[src/rtl/i2s_sample_fifo.sv]
// i2s_sample_fifo
//   Stereo sample buffer in front of the I2S transmitter. The audio source
//   pushes {left,right} pairs with a valid/ready handshake. While playing,
//   each transmitter sample_pulse pops one pair onto DAC_Left/DAC_Right.
//   Playback waits until START_LEVEL pairs are buffered (priming). An
//   underflow either repeats the last pair or outputs silence.
//
// Ports
//   clk_in          system clock (shared with the transmitter)
//   reset_n         asynchronous active-low reset
//   flush           synchronous clear of contents and state (not the stats)
//   in_valid/in_ready/in_left/in_right   push handshake and pair data
//   sample_pulse    one-cycle pop request from the transmitter
//   DAC_Left/DAC_Right  registered output pair, updated one cycle after a pop
//   fifo_level      occupancy, 0..2**DEPTH_LOG2
//   playing         high while running
//   underflow       one-cycle pulse on a pop request with the FIFO empty
//   underflow_count saturating count of underflow events
module i2s_sample_fifo #(
  parameter int BITS           = 16,
  parameter int DEPTH_LOG2     = 4,
  parameter int START_LEVEL    = 4,
  parameter int UNDERFLOW_HOLD = 1
) (
  input  logic                  clk_in,
  input  logic                  reset_n,
  input  logic                  flush,
  input  logic                  in_valid,
  output logic                  in_ready,
  input  logic [BITS-1:0]       in_left,
  input  logic [BITS-1:0]       in_right,
  input  logic                  sample_pulse,
  output logic [BITS-1:0]       DAC_Left,
  output logic [BITS-1:0]       DAC_Right,
  output logic [DEPTH_LOG2:0]   fifo_level,
  output logic                  playing,
  output logic                  underflow,
  output logic [15:0]           underflow_count
);

  localparam int DEPTH = 2 ** DEPTH_LOG2;
  localparam logic [DEPTH_LOG2:0] LVL_FULL  = (DEPTH_LOG2 + 1)'(DEPTH);
  localparam logic [DEPTH_LOG2:0] LVL_START = (DEPTH_LOG2 + 1)'(START_LEVEL);

  typedef enum logic {
    PRIMING,
    RUNNING
  } state_t;

  state_t state, state_next;

  logic [2*BITS-1:0]     mem [DEPTH];
  logic [DEPTH_LOG2-1:0] wr_ptr, rd_ptr;
  logic [DEPTH_LOG2:0]   level_next;
  logic [2*BITS-1:0]     head;
  logic                  push, pop_req, pop, uf_evt;

  // Ready looks only at the registered level, so a full FIFO refuses a push
  // even when a pop frees a slot in the same cycle.
  assign in_ready = (fifo_level != LVL_FULL);
  assign push     = in_valid & in_ready & ~flush;
  assign pop_req  = (state == RUNNING) & sample_pulse & ~flush;
  // An empty FIFO never pops, even if a push lands in the same cycle.
  assign pop      = pop_req & (fifo_level != '0);
  assign uf_evt   = pop_req & (fifo_level == '0);
  assign head     = mem[rd_ptr];
  assign playing  = (state == RUNNING);

  always_comb begin
    state_next = state;
    level_next = fifo_level;
    if (flush) begin
      state_next = PRIMING;
    end else if (state == PRIMING && fifo_level >= LVL_START) begin
      state_next = RUNNING;
    end
    case ({push, pop})
      2'b10:   level_next = fifo_level + 1'b1;
      2'b01:   level_next = fifo_level - 1'b1;
      default: level_next = fifo_level;
    endcase
  end

  always_ff @(posedge clk_in) begin
    if (push) begin
      mem[wr_ptr] <= {in_left, in_right};
    end
  end

  always_ff @(posedge clk_in or negedge reset_n) begin
    if (!reset_n) begin
      state           <= PRIMING;
      wr_ptr          <= '0;
      rd_ptr          <= '0;
      fifo_level      <= '0;
      DAC_Left        <= '0;
      DAC_Right       <= '0;
      underflow       <= 1'b0;
      underflow_count <= '0;
    end else begin
      state <= state_next;
      if (flush) begin
        wr_ptr     <= '0;
        rd_ptr     <= '0;
        fifo_level <= '0;
        DAC_Left   <= '0;
        DAC_Right  <= '0;
        underflow  <= 1'b0;
      end else begin
        fifo_level <= level_next;
        underflow  <= uf_evt;
        if (push) begin
          wr_ptr <= wr_ptr + 1'b1;
        end
        if (pop) begin
          rd_ptr    <= rd_ptr + 1'b1;
          DAC_Left  <= head[2*BITS-1:BITS];
          DAC_Right <= head[BITS-1:0];
        end
        if (uf_evt) begin
          if (underflow_count != 16'hFFFF) begin
            underflow_count <= underflow_count + 1'b1;
          end
          if (UNDERFLOW_HOLD == 0) begin
            DAC_Left  <= '0;
            DAC_Right <= '0;
          end
        end
      end
    end
  end

endmodule
[config.mk]
export PLATFORM = sky130hd
export DESIGN_NAME = i2s_sample_fifo
export DESIGN_NICKNAME = d
export VERILOG_FILES = /design/src/rtl/i2s_sample_fifo.sv
export SDC_FILE = /design/constraint.sdc
export NUM_CORES = 1
export LEC_CHECK = 0
export CAP_MARGIN = 20
export CORE_ASPECT_RATIO = 1.1
export CORE_MARGIN = 5
export CORE_UTILIZATION = 45
export DETAILED_ROUTE_END_ITERATION = 16
export HOLD_SLACK_MARGIN = 0.15
export SYNTH_ARGS = -nofsm -noshare
export SYNTH_HDL_FRONTEND = slang
export SYNTH_SLANG_ARGS = --single-unit
[constraint.sdc]
create_clock -name clk_in -period 3.1 [get_ports clk_in]
set_input_delay 0.93 -clock clk_in [delete_from_list [all_inputs] [get_ports clk_in]]
set_output_delay 0.93 -clock clk_in [all_outputs]
set_load 0.02 [all_outputs]
Word level (Yosys, flattened, before mapping)
Memory sizes are Yosys's and may differ from the RTL's.
Cells that the tools add are included.
Storage, ports and cells
  register bits: 63
  output and inout bits: 56
  memories: 1
  input port bits: 37
  memory bits (writable): 512
Memory list
  mem: words 16, width 32, rd ports 1, clocked after Yosys merged registers in 0, write ports 1, RTL line 52  | logic [2*BITS-1:0] mem [DEPTH];
Cells by class
  equality and inequality tests: 4
  add/sub/neg operators: 5
  reductions and logical operators: 8
  order comparisons: 1
  mux-type cells: 15
  bitwise operators: 8
Operators with widths (number)
  two-way mux 16 bit: 4
  adder 16 x 1 -> 16 bit, second input constant: 1
  two-way mux 4 bit: 4
  inequality test 16 bit, second input constant: 1
  case mux 5 bit (2 select lines): 1
  adder 4 x 1 -> 4 bit, second input constant: 2
  AND 1 bit: 6
  nonzero test 2 bit: 3
  adder 5 x 1 -> 5 bit, second input constant: 1
  >= comparator 5 x 3 -> 1 bit, second input constant: 1
  zero test 5 bit: 1
  two-way mux 1 bit: 5
  two-way mux 5 bit: 1
  inequality test 5 bit, second input constant: 1
  nonzero test 5 bit: 1
  subtractor 5 x 1 -> 5 bit, second input constant: 1
  AND reduction 3 bit: 1
  nonzero test 3 bit: 1
  == test 2 x 1 -> 1 bit, second input constant: 1
  == test 2 bit, second input constant: 1
  NOT 1 bit: 2
  logical AND 1 bit: 1

Logic depth before layout (Yosys ltp)
Gate-level depths: netlist (run 1).
  depth after elaboration: 6
  gate-level depth with buffers: 11
  gate-level depth less buffers: 10

Least setup slack after synthesis (run 1)
No wires, ideal clock.
  path kind: input to register
  start point: input port flush
  end point: register fifo_level[4]
  arrival time: 2.941 ns
  stages on the path: 10
  library setup time: 0.124 ns
  required time: 2.976 ns
  path slack: 0.035 ns
  cell sequence: nand3b_1 -> a21oi_1 -> nand2_1 -> xnor2_1 -> ha_1 -> or3_2 -> a21oi_1 -> nand2_1 -> o2111a_1 -> a211o_1
On the way
  cells in the longest elaborated chain, start to end: 6
Ends and longest elaborated chain
  from (decl): RTL line 27  | input logic flush,
  NOT 1 bit (no source line)
  AND 1 bit: RTL line 62  | assign pop_req = (state == RUNNING) & sample_pulse & ~flush;
  AND 1 bit: RTL line 64  | assign pop = pop_req & (fifo_level != '0);
  == test 2 x 1 -> 1 bit / == test 2 bit (equally long branches): RTL line 77  | case ({push, pop})
  case mux 5 bit (2 select lines): RTL line 77
  two-way mux 5 bit: RTL line 102  | if (flush) begin
  to (signal assigned): RTL line 110  | fifo_level <= level_next;
  to (decl): RTL line 35  | output logic [DEPTH_LOG2:0] fifo_level,
Several ways; a longest one is shown, not always the timed one.
A chain may end at the register's enable or synchronous reset.

Final worst setup path (run 1)
  start point: register fifo_level[0]
  end point: output port in_ready
On the way
  cells in the longest elaborated chain, start to end: 1
Ends and longest elaborated chain
  inequality test 5 bit: RTL line 60  | assign in_ready = (fifo_level != LVL_FULL);
  to (decl): RTL line 29  | output logic in_ready,
No other way between the ends.

==> results_dict.tcl, run 1 <==
set metrics [dict create \
    async_flop_share 0.1096 \
    cp_num_buf_inv 1 \
    switching_share 0.1953 \
    synthCells 1033 \
    worst_pin_slew_ns 0.6835 \
    die_w_um 221.4 \
    final_cell_area_mm2 0.02657 \
    cp-start-kind "flop" \
    synth-edff-count 512 \
    ys_seq_area_frac 0.7661 \
    cp_max_fo 7 \
    holdBufCountCts 0 \
    place_area_mm2 0.02470 \
    hold_viol_final 0 \
    grt_setup_unrepaired "no" \
    timing.fmax_mhz 334.0 \
    first_global_vias 11244 \
    grt.overflow.total 0 \
    p_total_uw 15600 \
    setup_viol 0 \
    fin_skew_ns 0.02107 \
    post-route-min-period_ns 2.994 \
    cap_violations 0 \
    cp_slowest_cell "clkdlybuf4s50_1" \
    crit_family "buffers and inverters" \
    p_seq_frac 0.546 \
    p_per_area_mw_per_mm2 587.1 \
    core_mm2 0.04882 \
    synth_area_mm2 0.02213 \
    fillCellCount 3737 \
    ios 93 \
    root_buffer "clkbuf_16" \
    p_int_uw 12550 \
    slowest_delay_ns 0.55 \
    tns_ns 0 \
    required_ns 2.17 \
    grt_use_met1 0.2417 \
    clock_latency_ns 0.61 \
    syn-num-nets 1078 \
    ys.warnings.count 0 \
    cp_cell_sequence "nor4_4, nand2_1, clkdlybuf4s50_1" \
    yosysTopAreaCellShare 0.6948 \
    grt_use_total 0.1779 \
    use_met3 0.03480 \
    ant_nets 0 \
    clkPwrFrac 0.430 \
    rrSetupSlack_ns 0.32 \
    drc_errors 0 \
    reg2reg_depth 11 \
    crit_type "flop to output pin" \
    synthFlopType "edfxtp_1" \
    gp_congestion 0.7456 \
    num_rows 85 \
    ys_ff_latch 575 \
    die_h_um 242.6 \
    power_frac_comb 0.024 \
    grt_busiest_layer "met2" \
    fin_crit_sh 0.9659 \
    status "completed" \
    clock-sinks 575 \
    clockBufferDepth 3 \
    dr_total_vias 10735 \
    use_met2 0.3046 \
    regToRegEndpoint "fifo_level[4]" \
    via_per_inst 5.653 \
    endpoint_kind "output pin" \
    hold_path_class "input port to asynchronous set/reset pin" \
    finalMaxSlewViolations 0 \
    wirelength_mm 47.82 \
    die-area_mm2 0.05371 \
    syn2layout_area_growth_pct 20.10 \
    cp.depth 3 \
    yosysTopAreaCell "edfxtp_1" \
    critical_path_arrival_ns 2.06 \
    antenna_found_initial 2 \
    nets 1243 \
    grt_max_degree 44 \
    drt-initial-drc-count 846 \
    grt_pass1_wl_mm 72.16 \
    peakVddDrop_mv 0.4169 \
    p_sw_uw 3048 \
    start_util 0.4533 \
    r2r_start "fifo_level[0]" \
    layout-drive-gt1-share 0.2536 \
    p_leak_uw 0.008474 \
    portBuffers 92 \
    yosys-top-cells-area "edfxtp_1, mux4_2, dfrtp_1" \
    synth.distinct_cells 43 \
    tritoncts "done" \
    firstDrtPassIters 5 \
    startpoint "fifo_level[0]" \
    place_hpwl_mm 27.51 \
    routedWlPerCell_um 25.18 \
    htreeDepth 2 \
    maxSlewHeadroom 0.5444 \
    syn_area_per_cell_um2 21.42 \
    cts_made_buffers 56 \
    clk_pin_slew_ns 0.06 \
]
[area by class of cell]
class	count	area (um^2)	share of cell area
Clock buffer	82	1642	0.06177
Timing Repair Buffer	162	1957	0.07364
Inverter	7	26.28	0.0009887
Sequential cell	575	16960	0.6383
Tap cell	652	815.8	0.03070
Multi-Input combinational cell	396	4966	0.1869
Antenna cell	1	2.502	0.00009417
Clock inverter	24	202.7	0.007627
[cells by family (layout without fill, tap and decap cells)]
logic type,Yosys count,after routing,share of synthesized area
and+or+nand+nor,84,84,0.02064
AOI/OAI and AO/OA,87,87,0.02720
buffers and inverters,62,275,0.01199
muxes,196,196,0.1613
adders and majority gates,8,8,0.004524
DFF,575,575,0.7661
xor gates and xnor gates,21,21,0.008312
other,0,1,0
[worst reg2reg max path, delay by kind of cell, from the launching register on]
kind,cells,cell delay (ns)
AND/OR/NAND/NOR,4,0.96
AO/OA/AOI/OAI,4,0.72
flip-flops,1,0.49
adder cells (fa/ha/maj),1,0.18
buffers and inverters,1,0.16
XOR/XNOR,1,0.14
[registers in the layout (all words and copies together), names as in the netlist]
name,cells
playing,1
wr_ptr,4
underflow_count,16
rd_ptr,4
mem,512
DAC_Left,16
fifo_level,5
underflow,1
DAC_Right,16
[cell usage after synthesis (2+ instances only)]
master,number
edfxtp_1,512
mux4_2,128
mux2i_1,64
dfrtp_1,63
a21oi_1,39
clkbuf_1,33
a221oi_1,32
nand2_1,19
xnor2_1,16
buf_2,14
nor2_1,14
and2_1,13
nand3_1,10
ha_1,8
and3_1,6
buf_1,6
inv_1,6
nand4_1,6
nor3_1,5
xor2_1,5
mux2_2,4
o21ai_0,4
a22o_1,2
and4_1,2
buf_6,2
nand4_2,2
nor4_1,2
[layout by cell type (no fill, tap or decap), types with 8 or more instances in the layout]
cell,instances
a21oi_1,38
a221oi_1,32
and2_2,13
buf_12,41
buf_4,30
clkbuf_1,14
clkbuf_16,58
clkbuf_8,10
clkdlybuf4s50_1,91
clkinv_1,9
clkinv_2,10
dfrtp_1,60
edfxtp_1,512
ha_1,8
mux2i_1,64
mux4_2,128
nand2_1,19
nand3_1,10
nor2_1,13
xnor2_1,16
[how the worst max path moves through the flow]
| stage | endpoint | slack (ns) |
|---|---|---|
| 6_report | in_ready | 0.11 |
| 5_1_grt | in_ready | 0.01 |
| 4_1_cts | in_ready | 0.02 |
| 3_5_place_dp | fifo_level[4] | -0.28 |
| 3_3_place_gp | fifo_level[4] | -0.27 |
| 2_1_floorplan | fifo_level[4] | 0.03 |
[through the flow]
step | instances | hold WS, ns | setup WS [ns] | util
detailed placement | 1791 | 0.4833 | -0.2788 | 0.5061
global route | 1898 | 0.3222 | 0.01139 | 0.5443
floorplan | 1033 | 0.5385 | 0.03491 | -
finish | 1899 | 0.3232 | 0.1056 | 0.5444
global placement | 1791 | 0.4836 | -0.2663 | 0.5061
CTS | 1897 | 0.2979 | 0.01849 | 0.5440
[per-layer routing]
metal  wire [um]  vias to the layer above  share of wire
met2       24400                      265           0.51
met4         784                        2          0.016
met1       20130                     5749           0.42
met3        2495                       63          0.052
met5          13                        -        0.00027
li1            -                     4656              -
[power by group through the flow]
stage / Combinational [uW] / Clock, uW / Sequential [uW]
detailed placement: 370 / 0 / 8690
global placement: 361 / 0 / 8680
CTS: 372 / 6850 / 8520
finish: 369 / 6710 / 8530
global route: 404 / 7170 / 8520
floorplan: 113 / 0 / 8690
[what timing repair did]
action | 4_1_cts | 5_1_grt
setup buffers | 0 | 1
gates cloned | 0 | 0
gates resized for setup | 1 | 1
pin swaps | 0 | 1
setup endpoints to repair | 1 | 1
No activity file was read; power rests on OpenSTA's default activity.
==> run 2: changes to the inputs <==
--- a/config.mk
+++ b/config.mk
@@ -11,6 +11,7 @@
 export CORE_UTILIZATION = 45
 export DETAILED_ROUTE_END_ITERATION = 16
 export HOLD_SLACK_MARGIN = 0.15
+export SLEW_MARGIN = 20
 export SYNTH_ARGS = -nofsm -noshare
 export SYNTH_HDL_FRONTEND = slang
 export SYNTH_SLANG_ARGS = --single-unit
==> results of run 2 <==
No change in the layout: final DEF, timing and power equal those of run 1.
==> run 3: changes to the inputs <==
--- a/config.mk
+++ b/config.mk
@@ -11,6 +11,7 @@
 export CORE_UTILIZATION = 45
 export DETAILED_ROUTE_END_ITERATION = 16
 export HOLD_SLACK_MARGIN = 0.15
+export SKIP_LAST_GASP = 1
 export SLEW_MARGIN = 20
 export SYNTH_ARGS = -nofsm -noshare
 export SYNTH_HDL_FRONTEND = slang
==> results of run 3 <==
No change in the layout: final DEF, timing and power equal those of run 1.
